## src/rtl/rx_initiated_point_test_tx.sv

```systemverilog
// Initiator side of the RX-initiated D2C point test: walks the start / LFSR-clear /
// count-done / end sideband exchange and runs the local pattern generator in between.
module rx_initiated_point_test_tx #(
    parameter int SB_MSG_WIDTH   = 4,
    parameter int PATTERN_CYCLES = 128
) (
    input  logic                    i_clk,
    input  logic                    i_rst_n,
    input  logic                    i_rx_d2c_pt_en,
    input  logic                    i_datavref_or_valvref,
    input  logic                    i_rx_msg_valid,
    input  logic [SB_MSG_WIDTH-1:0] i_decoded_SB_msg,
    input  logic                    i_SB_Busy,
    input  logic                    i_falling_edge_busy,
    input  logic                    i_rx_valid,
    output logic [SB_MSG_WIDTH-1:0] o_encoded_SB_msg_tx,
    output logic                    o_valid_tx,
    output logic [1:0]              o_mainband_pattern_generator_cw,
    output logic                    o_valid_pattern_en,
    output logic                    o_rx_d2c_pt_done_tx
);

    localparam int CNT_W = $clog2(PATTERN_CYCLES + 1);
    localparam logic [CNT_W-1:0] CNT_LAST = CNT_W'(PATTERN_CYCLES);

    typedef logic [SB_MSG_WIDTH-1:0] msg_t;

    localparam msg_t START_REQ      = msg_t'(1);
    localparam msg_t START_RESP     = msg_t'(2);
    localparam msg_t LFSR_CLR_REQ   = msg_t'(3);
    localparam msg_t LFSR_CLR_RESP  = msg_t'(4);
    localparam msg_t COUNT_DONE_REQ = msg_t'(5);
    localparam msg_t COUNT_DONE_RESP = msg_t'(6);
    localparam msg_t END_REQ        = msg_t'(7);
    localparam msg_t END_RESP       = msg_t'(8);

    localparam logic [1:0] CW_IDLE       = 2'b00;
    localparam logic [1:0] CW_CLEAR_LFSR = 2'b01;
    localparam logic [1:0] CW_LFSR       = 2'b10;

    typedef enum logic [3:0] {
        IDLE                 = 4'd0,
        SEND_START_REQ       = 4'd1,
        WAIT_START_RESP      = 4'd2,
        SEND_LFSR_CLR_REQ    = 4'd3,
        WAIT_LFSR_CLR_RESP   = 4'd4,
        SEND_PATTERN         = 4'd5,
        SEND_COUNT_DONE_REQ  = 4'd6,
        WAIT_COUNT_DONE_RESP = 4'd7,
        SEND_END_REQ         = 4'd8,
        WAIT_END_RESP        = 4'd9,
        TEST_FINISHED        = 4'd10
    } state_e;

    state_e            state_q, state_d, state_prev_q;
    msg_t              msg_q, msg_d;
    logic              valid_q, valid_d, valid_prev_q;
    logic              pending_q, pending_d;
    logic [1:0]        cw_q, cw_d;
    logic              vpe_q, vpe_d;
    logic              done_q, done_d;
    logic [CNT_W-1:0]  cnt_q, cnt_d;

    logic is_send;
    logic entry;
    logic clear_all;
    logic valid_fall;
    logic resp_hit;
    msg_t req_code;
    msg_t exp_resp;

    // Outputs are registered from state_q, so they lag the state by one cycle.
    assign entry      = (state_q != state_prev_q);
    assign clear_all  = !i_rx_d2c_pt_en || (state_q == IDLE);
    assign valid_fall = valid_prev_q && !valid_q;
    assign resp_hit   = i_rx_msg_valid && (exp_resp != '0) && (i_decoded_SB_msg == exp_resp);

    always_comb begin
        // NOTE: every combinational output gets a default first, so no latch can be inferred.
        is_send  = 1'b0;
        req_code = '0;
        exp_resp = '0;
        case (state_q)
            SEND_START_REQ:       begin is_send = 1'b1; req_code = START_REQ;      end
            SEND_LFSR_CLR_REQ:    begin is_send = 1'b1; req_code = LFSR_CLR_REQ;   end
            SEND_COUNT_DONE_REQ:  begin is_send = 1'b1; req_code = COUNT_DONE_REQ; end
            SEND_END_REQ:         begin is_send = 1'b1; req_code = END_REQ;        end
            WAIT_START_RESP:      exp_resp = START_RESP;
            WAIT_LFSR_CLR_RESP:   exp_resp = LFSR_CLR_RESP;
            WAIT_COUNT_DONE_RESP: exp_resp = COUNT_DONE_RESP;
            WAIT_END_RESP:        exp_resp = END_RESP;
            default: ;
        endcase
    end

    always_comb begin
        state_d = state_q;
        if (!i_rx_d2c_pt_en) begin
            state_d = IDLE;
        end else begin
            case (state_q)
                IDLE:                 state_d = SEND_START_REQ;
                SEND_START_REQ:       if (valid_fall) state_d = WAIT_START_RESP;
                WAIT_START_RESP:      if (resp_hit)   state_d = SEND_LFSR_CLR_REQ;
                SEND_LFSR_CLR_REQ:    if (valid_fall) state_d = WAIT_LFSR_CLR_RESP;
                WAIT_LFSR_CLR_RESP:   if (resp_hit)   state_d = SEND_PATTERN;
                SEND_PATTERN:         if (cnt_q == CNT_LAST) state_d = SEND_COUNT_DONE_REQ;
                SEND_COUNT_DONE_REQ:  if (valid_fall) state_d = WAIT_COUNT_DONE_RESP;
                WAIT_COUNT_DONE_RESP: if (resp_hit)   state_d = SEND_END_REQ;
                SEND_END_REQ:         if (valid_fall) state_d = WAIT_END_RESP;
                WAIT_END_RESP:        if (resp_hit)   state_d = TEST_FINISHED;
                TEST_FINISHED:        state_d = TEST_FINISHED;
                default:              state_d = IDLE;
            endcase
        end
    end

    always_comb begin
        msg_d     = msg_q;
        valid_d   = valid_q;
        pending_d = pending_q;
        cw_d      = CW_IDLE;
        vpe_d     = 1'b0;
        done_d    = 1'b0;
        cnt_d     = '0;

        if (clear_all) begin
            msg_d     = '0;
            pending_d = 1'b0;
        end else if (entry && is_send) begin
            msg_d = req_code;
            if (!i_SB_Busy && !i_rx_valid) begin
                valid_d = 1'b1;
            end else begin
                pending_d = 1'b1;
            end
        end else if (pending_q) begin
            if (valid_q) begin
                pending_d = 1'b0;
            end else if (!i_rx_valid) begin
                valid_d   = 1'b1;
                pending_d = 1'b0;
            end
        end

        // A request still owned by the sideband is released only by its falling-edge pulse.
        if (state_q == IDLE && !i_SB_Busy) valid_d = 1'b0;
        if (i_falling_edge_busy)           valid_d = 1'b0;

        if (!clear_all && state_q == SEND_PATTERN) begin
            if (i_datavref_or_valvref) begin
                vpe_d = !entry;
            end else begin
                cw_d = entry ? CW_CLEAR_LFSR : CW_LFSR;
            end
        end

        if (state_q == SEND_PATTERN) begin
            cnt_d = (cnt_q == CNT_LAST) ? cnt_q : cnt_q + CNT_W'(1);
        end

        done_d = !clear_all && (state_q == TEST_FINISHED);
    end

    always_ff @(posedge i_clk or negedge i_rst_n) begin
        if (!i_rst_n) begin
            state_q      <= IDLE;
            state_prev_q <= IDLE;
            msg_q        <= '0;
            valid_q      <= 1'b0;
            valid_prev_q <= 1'b0;
            pending_q    <= 1'b0;
            cw_q         <= CW_IDLE;
            vpe_q        <= 1'b0;
            done_q       <= 1'b0;
            cnt_q        <= '0;
        end else begin
            // NOTE: non-blocking assignments so every register samples pre-edge values.
            state_q      <= state_d;
            state_prev_q <= state_q;
            msg_q        <= msg_d;
            valid_q      <= valid_d;
            valid_prev_q <= valid_q;
            pending_q    <= pending_d;
            cw_q         <= cw_d;
            vpe_q        <= vpe_d;
            done_q       <= done_d;
            cnt_q        <= cnt_d;
        end
    end

    assign o_encoded_SB_msg_tx             = msg_q;
    assign o_valid_tx                      = valid_q;
    assign o_mainband_pattern_generator_cw = cw_q;
    assign o_valid_pattern_en              = vpe_q;
    assign o_rx_d2c_pt_done_tx             = done_q;

endmodule

```

## config.mk

```make
export PLATFORM = sky130hd
export DESIGN_NAME = rx_initiated_point_test_tx
export DESIGN_NICKNAME = d
export VERILOG_FILES = /design/src/rtl/rx_initiated_point_test_tx.sv
export SDC_FILE = /design/constraint.sdc
export NUM_CORES = 1
export LEC_CHECK = 0
export ABC_AREA = 0
export BUFFER_PORTS_ARGS = -buffer_cell sky130_fd_sc_hd__buf_2
export CELL_PAD_IN_SITES_DETAIL_PLACEMENT = 1
export CELL_PAD_IN_SITES_GLOBAL_PLACEMENT = 2
export CORE_MARGIN = 5
export CORE_UTILIZATION = 40
export CTS_BUF_LIST = sky130_fd_sc_hd__clkbuf_8
export DETAILED_ROUTE_END_ITERATION = 16
export PLACE_DENSITY = 0.92
export SLEW_MARGIN = 5
export SYNTH_ARGS = -nofsm -noshare
export SYNTH_HDL_FRONTEND = slang
export SYNTH_SLANG_ARGS = --single-unit
```

## constraint.sdc

```tcl
create_clock -name i_clk -period 4.35 [get_ports i_clk]
set_input_delay 0.87 -clock i_clk [delete_from_list [all_inputs] [get_ports i_clk]]
set_output_delay 0.87 -clock i_clk [all_outputs]
set_load 0.02 [all_outputs]
```

; Word-level counts from Yosys, hierarchy flattened
; Index checks and enable logic that the tools add are counted.
[totals]
ff_bits = 27
in_bits = 12
elab_cells = 96
[classes]
add_sub_neg = 1
eq_ne = 26
mux = 37
n_reduce_logical = 22
[op_table]
columns = operator, n
row1 = 2-to-1 mux 4 bit, 12
row2 = case mux 4 bit (11 select lines), 1
row3 = inequality test 3 bit (second input constant), 10
row4 = 2-to-1 mux 1 bit, 17
row5 = equality test 4 x 3 -> 1 bit (second input constant), 4
row6 = 2-to-1 mux 8 bit, 2
row7 = case mux 4 bit (4 select lines), 1
row8 = equality test 4 bit (second input constant), 3
row9 = case mux 3 bit (4 select lines), 1
row10 = AND reduction 9 bit, 1
row11 = adder 8 x 1 -> 8 bit (second input constant), 1
row12 = equality test 4 x 2 -> 1 bit (second input constant), 2
row13 = equality test 8 bit (second input constant), 1
row14 = logical AND 1 bit, 8
row15 = nonzero test 4 bit, 2
row16 = logical NOT 1 bit, 6
row17 = 2-to-1 mux 2 bit, 3
row18 = equality test 4 x 1 -> 1 bit (second input constant), 1
row19 = equality test 4 bit, 1
row20 = logical NOT 4 bit, 1
row21 = inequality test 4 x 2 -> 1 bit (second input constant), 1
row22 = inequality test 4 bit, 1
row23 = OR reduction 4 bit, 1
row24 = inequality test 3 x 2 -> 1 bit (second input constant), 1
row25 = 4 further kinds, 4

; Logic depth before layout (Yosys ltp)
[depth]
word_depth = 8
depth_mapped = 7
ltp_nobuf = 6

; Worst setup path after synthesis
; No wires, ideal clock.
[synth_timing]
kind = input to register
start = input port i_decoded_SB_msg[2]
end = register state_q[2]
setup_time_ns = 0.122
arrival_ns = 1.765
t_required_ns = 4.228
path_slack_ns = 2.463
cell_stages = 5
n_path_buf = 0
cell_sequence = nand2b_1 > a32oi_2 > o221a_2 > nand3_2 > a32o_1
[synth_via]
elab_chain_cells = 4
word_cells_on_any_way = 7
[synth_lines]
columns = item, line_no
row1 = from (decl), 12  ; input logic [SB_MSG_WIDTH-1:0] i_decoded_SB_msg,
row2 = equality test 4 bit (*), 76  ; assign resp_hit = i_rx_msg_valid && (exp_resp != '0) && (i_decoded_SB_msg == exp_resp);
row3 = logical AND 1 bit (*), 76
row4 = inequality test 3 bit (no source line), --
row5 = AND reduction 9 bit (no source line) (*), --
row6 = to (signal assigned), 179  ; state_q <= state_d;
row7 = to (decl), 55  ; state_e state_q, state_d, state_prev_q;
; Mark *: on every way between the ends. The rest lies on a longest branch, timed or not.
; A chain may end at the register's enable or synchronous reset.

; Worst setup path after layout
[layout_timing]
start = register state_q[2]
end = register state_q[0]
[layout_via]
elab_chain_cells = 7
word_cells_on_any_way = 28
[layout_lines]
columns = item, line_no
row1 = equality test 4 bit (tied with other cells), "83, 101"
row2 = case mux 4 bit (4 select lines), 83  ; case (state_q)
row3 = nonzero test 4 bit, 76
row4 = logical AND 1 bit (2 in a row), 76
row5 = inequality test 3 bit (no source line), --
row6 = AND reduction 9 bit (no source line), --
; Several ways; a longest one is shown, not always the timed one.

==> metrics.md <==
| Metric | Value |
|---|---|
| Slew margin rel. | between 50 and 60% |
| Via count | 1188 |
| Die X-Extent | just over 70 µm |
| Setup bufs post-CTS | 0 |
| Post-synthesis sequential area ratio | 42.6% |
| Clock skew | ~0.0011 ns |
| Worst vdd ir | 0.209 mV |
| Worst Reg2Reg Path Length in Cells | 5 |
| Yosys top cell area share | roughly 43% |
| Clock sinks | 26 |
| I/O Pins | 21 |
| Adder and majority gate portion of the synthesized area | 1.64% |
| Worst Max-Slew Pin Slew | approximately 0.71 ns |
| Crit Path Category | reg2reg |
| Final core occ | 45.9% |
| Final Hold Fails | 0 |
| First-pass GRT wire length | 6000 µm |
| Post-Route WL | 3480 µm |
| # setup viols final | 0 |
| Largest net degree at the start of global routing | 27 |
| Top FF cell, synth | dfrtp_1 |
| Period minus WS final | ~2.3 ns |
| Critical Path Max Stage Delay | a little over 0.8 ns |
| Netlist cell types | 45 |
| Synth Area in Compound Gates | roughly an eighth |
| Floorplan core area | 3690 µm² |
| CP Capture Type | flip-flop |
| Non-Filler Instances | 220 |
| Syn nets | roughly 170 |
| Final net count | roughly 190 |
| Drt drc | 0 |
| Worst path cell trace | and2b_1, nand3_1, o221a_2, nand3_2, mux2i_1 |
| Logic pwr share | 31.7% |
| Cell accounting for the most synthesized area | dfrtp_1 |
| Outcome | finished clean |
| Share of layout cells above drive strength 1 | 18.0% |
| Flops & latches, synth | 26 |
| PwrDens | around 450 nW/µm² |
| Post-Synth Simple-Gate Area | 26.9% |
| Die Ht | 71.8 µm |
| DRT Pass-1 Iters | 4 |
| EDFF count, synth | 0 |
| Synth top cells by count | dfrtp_1, nor2_1, nand2_1, xor2_1 |
| Placed cells | between 200 and 250 |
| Max FO, Critical Path | 21 |
| Drt wl/cell | 15.8 µm |
| Sink of the worst hold path | valid_prev_q |
| TritonCTS clock tree | done |
| Yosys Warn Count | 0 |
| Count leader, synth | dfrtp_1 |
| Cell area after layout | 1690 µm² |
| N_diodes | 0 |
| Vias in the first global route | 1301 |
| Max Cap Violations | 0 |
| Dpl hpwl | 2580 µm |
| Max Buffers Root-to-Sink | 2 |
| Largest family of logic cells by synthesized area | simple AND/OR/NAND/NOR gates |
| Dpl cell area | 1620 µm² |
| Critical-path top delay cell | dfrtp_1 |
| Post-synthesis xor/xnor area fraction | 7.45% |
| Post-Syn Area | ~1500 µm² |
| CTS H-tree lvls | 1 |
| Sw frac | 35.6% |
| Worst Hold Class | reg2reg |
| Resized Gates After CTS | 0 |
| Congestion Overflow GR | 0 |
| Reg power frac | a little over two fifths |
| R2R Setup Slk | 2.05 ns |
| Clk slew on worst S/H paths | 0.09 ns |
| Area Growth Syn to Fin | 10.9% |
| WHS Path Cells | 0 |
| Max Clk Rate | between 400 and 500 MHz |
| Site Rows | 22 |
| Period utilization | 52.9% |
| ANT nets after route | 0 |
| Buffers on Ports | 19 |
| Clock network power share | 26.5% |
| GRT Overall Usage | 14.8% |
| Post-synthesis async set-or-reset flop share | 100% |
| Cts hold-fix bufs | 0 |
| Top cells by area, synth | dfrtp_1, xor2_1, nor2_1 |
| Post-synthesis mux area share | 3.28% |
| Psw | 0.000272 W |
| RSZ-0062 raised after global routing | false |
| Max Slew Vio Count | 0 |
| Syn Area/Cell | 9.55 µm² |
| Clock latency at the later pin of the worst-skew pair | 0.28 ns |
| Num CTS Buffers | 3 |
| TNS Setup | 0 ns |
| Pint | 0.000492 W |
| Routability cong. | 0.743 |
| Reg2reg start | state_q[2] |
| Fin worst setup slack | 2.05 ns |
| Initial antenna violation count | 0 |
| Drt via density | 5.40 |
| Iter 0 DRT Violations | between 40 and 50 |
| Worst Path Required | 4.56 ns |
| Post-Syn Instances | 160 |
| RR Endpoint | state_q[0] |
| Pleak | 0.761 nW |
| Die footprint | 5160 µm² |
| Root buffer cell | clkbuf_8 |
| CP Launch Point | state_q[2] |
| Post-placement setup slack | 2.06 ns |
| Initial Util | 41.4% |
| Min-delay src | o_valid_tx |
| WP data arrival | 2.51 ns |
| Worst Setup Start Kind | flip-flop |
through the flow:
stage          power, W  hold WS, ns
2_1_floorplan  0.000514        0.349
3_3_place_gp   0.000555        0.467
3_5_place_dp   0.000568        0.504
4_1_cts        0.000771        0.524
5_1_grt        0.000808        0.542
6_report       0.000764        0.515
final cells by class:
class | instances | area [µm²]
clock buffer | 3 | 41.3
clock inverter | 1 | 30.0
fill | 446 | 1990
inverter | 4 | 15.0
multi-input combinational | 119 | 802
sequential | 26 | 651
tap | 48 | 60.1
timing repair buffer | 19 | 95.1
sequential cells by signal, indices dropped and copies added, names as in the netlist:
register,flops
cnt_q,8
o_rx_d2c_pt_done_tx,1
o_mainband_pattern_generator_cw,2
o_encoded_SB_msg_tx,3
state_q,4
o_valid_tx,1
o_valid_pattern_en,1
pending_q,1
state_prev_q,4
valid_prev_q,1
per-layer routing:
layer / GRT usage [%] / up-vias / share of wire, %
met4: 6.68 / 0 / 1.8
met2: 25.8 / 26 / 50
met1: 17.7 / 579 / 43
met5: 0 / - / 0
met3: 2.66 / 7 / 4.5
li1: - / 576 / -
worst max-delay path: cells and delay by family (launching register included):
family	cells	cell delay (ns)
AND/OR/NAND/NOR	3	0.76
flip-flops	1	0.81
multiplexers	1	0.18
AO/OA/AOI/OAI	1	0.48
worst max-delay path by stage:
stage / endpoint / slack, ns / depth (start not counted)
2_1_floorplan: state_q[2] / 2.46 / 5
3_3_place_gp: state_q[2] / 2.13 / 5
3_5_place_dp: state_q[0] / 2.06 / 5
4_1_cts: state_q[0] / 2.03 / 5
5_1_grt: state_q[0] / 1.84 / 5
6_report: state_q[0] / 2.05 / 5
cells by family after synthesis:
group / after synthesis
AND/OR/NAND/NOR: 72
AO/OA/AOI/OAI: 26
flip-flops: 26
buffers and inverters: 15
XOR/XNOR: 13
multiplexers: 5
adder cells (fa/ha/maj): 2
other: 1
cell usage in the layout, fill, tap and decap left out, drive strengths merged, types with 2 or more instances in the layout:
cell type  synthesis  final
nand2b             5      5
a21oi              8      8
nor4               2      2
o311ai             3      3
o21ai              7      7
mux2i              5      5
nand3              8      8
nor3               4      4
ha                 2      2
and3               3      3
xnor2              3      3
inv                4      4
buf                6     19
dfrtp             26     26
nor2              19     19
nand3b             4      4
nor2b              4      4
nand4              2      2
xor2              10     10
nand2             13     13
clkbuf             5      3
power by group through the flow:
stage / combinational [W] / clock, W / sequential [W]
detailed placement: 0.000243 / 0 / 0.000325
CTS: 0.000247 / 0.000206 / 0.000319
global placement: 0.000236 / 0 / 0.000319
floorplan: 0.000233 / 0 / 0.000281
global route: 0.000268 / 0.000214 / 0.000326
finish: 0.000243 / 0.000203 / 0.000319
Power figures use the tool's default switching activity.
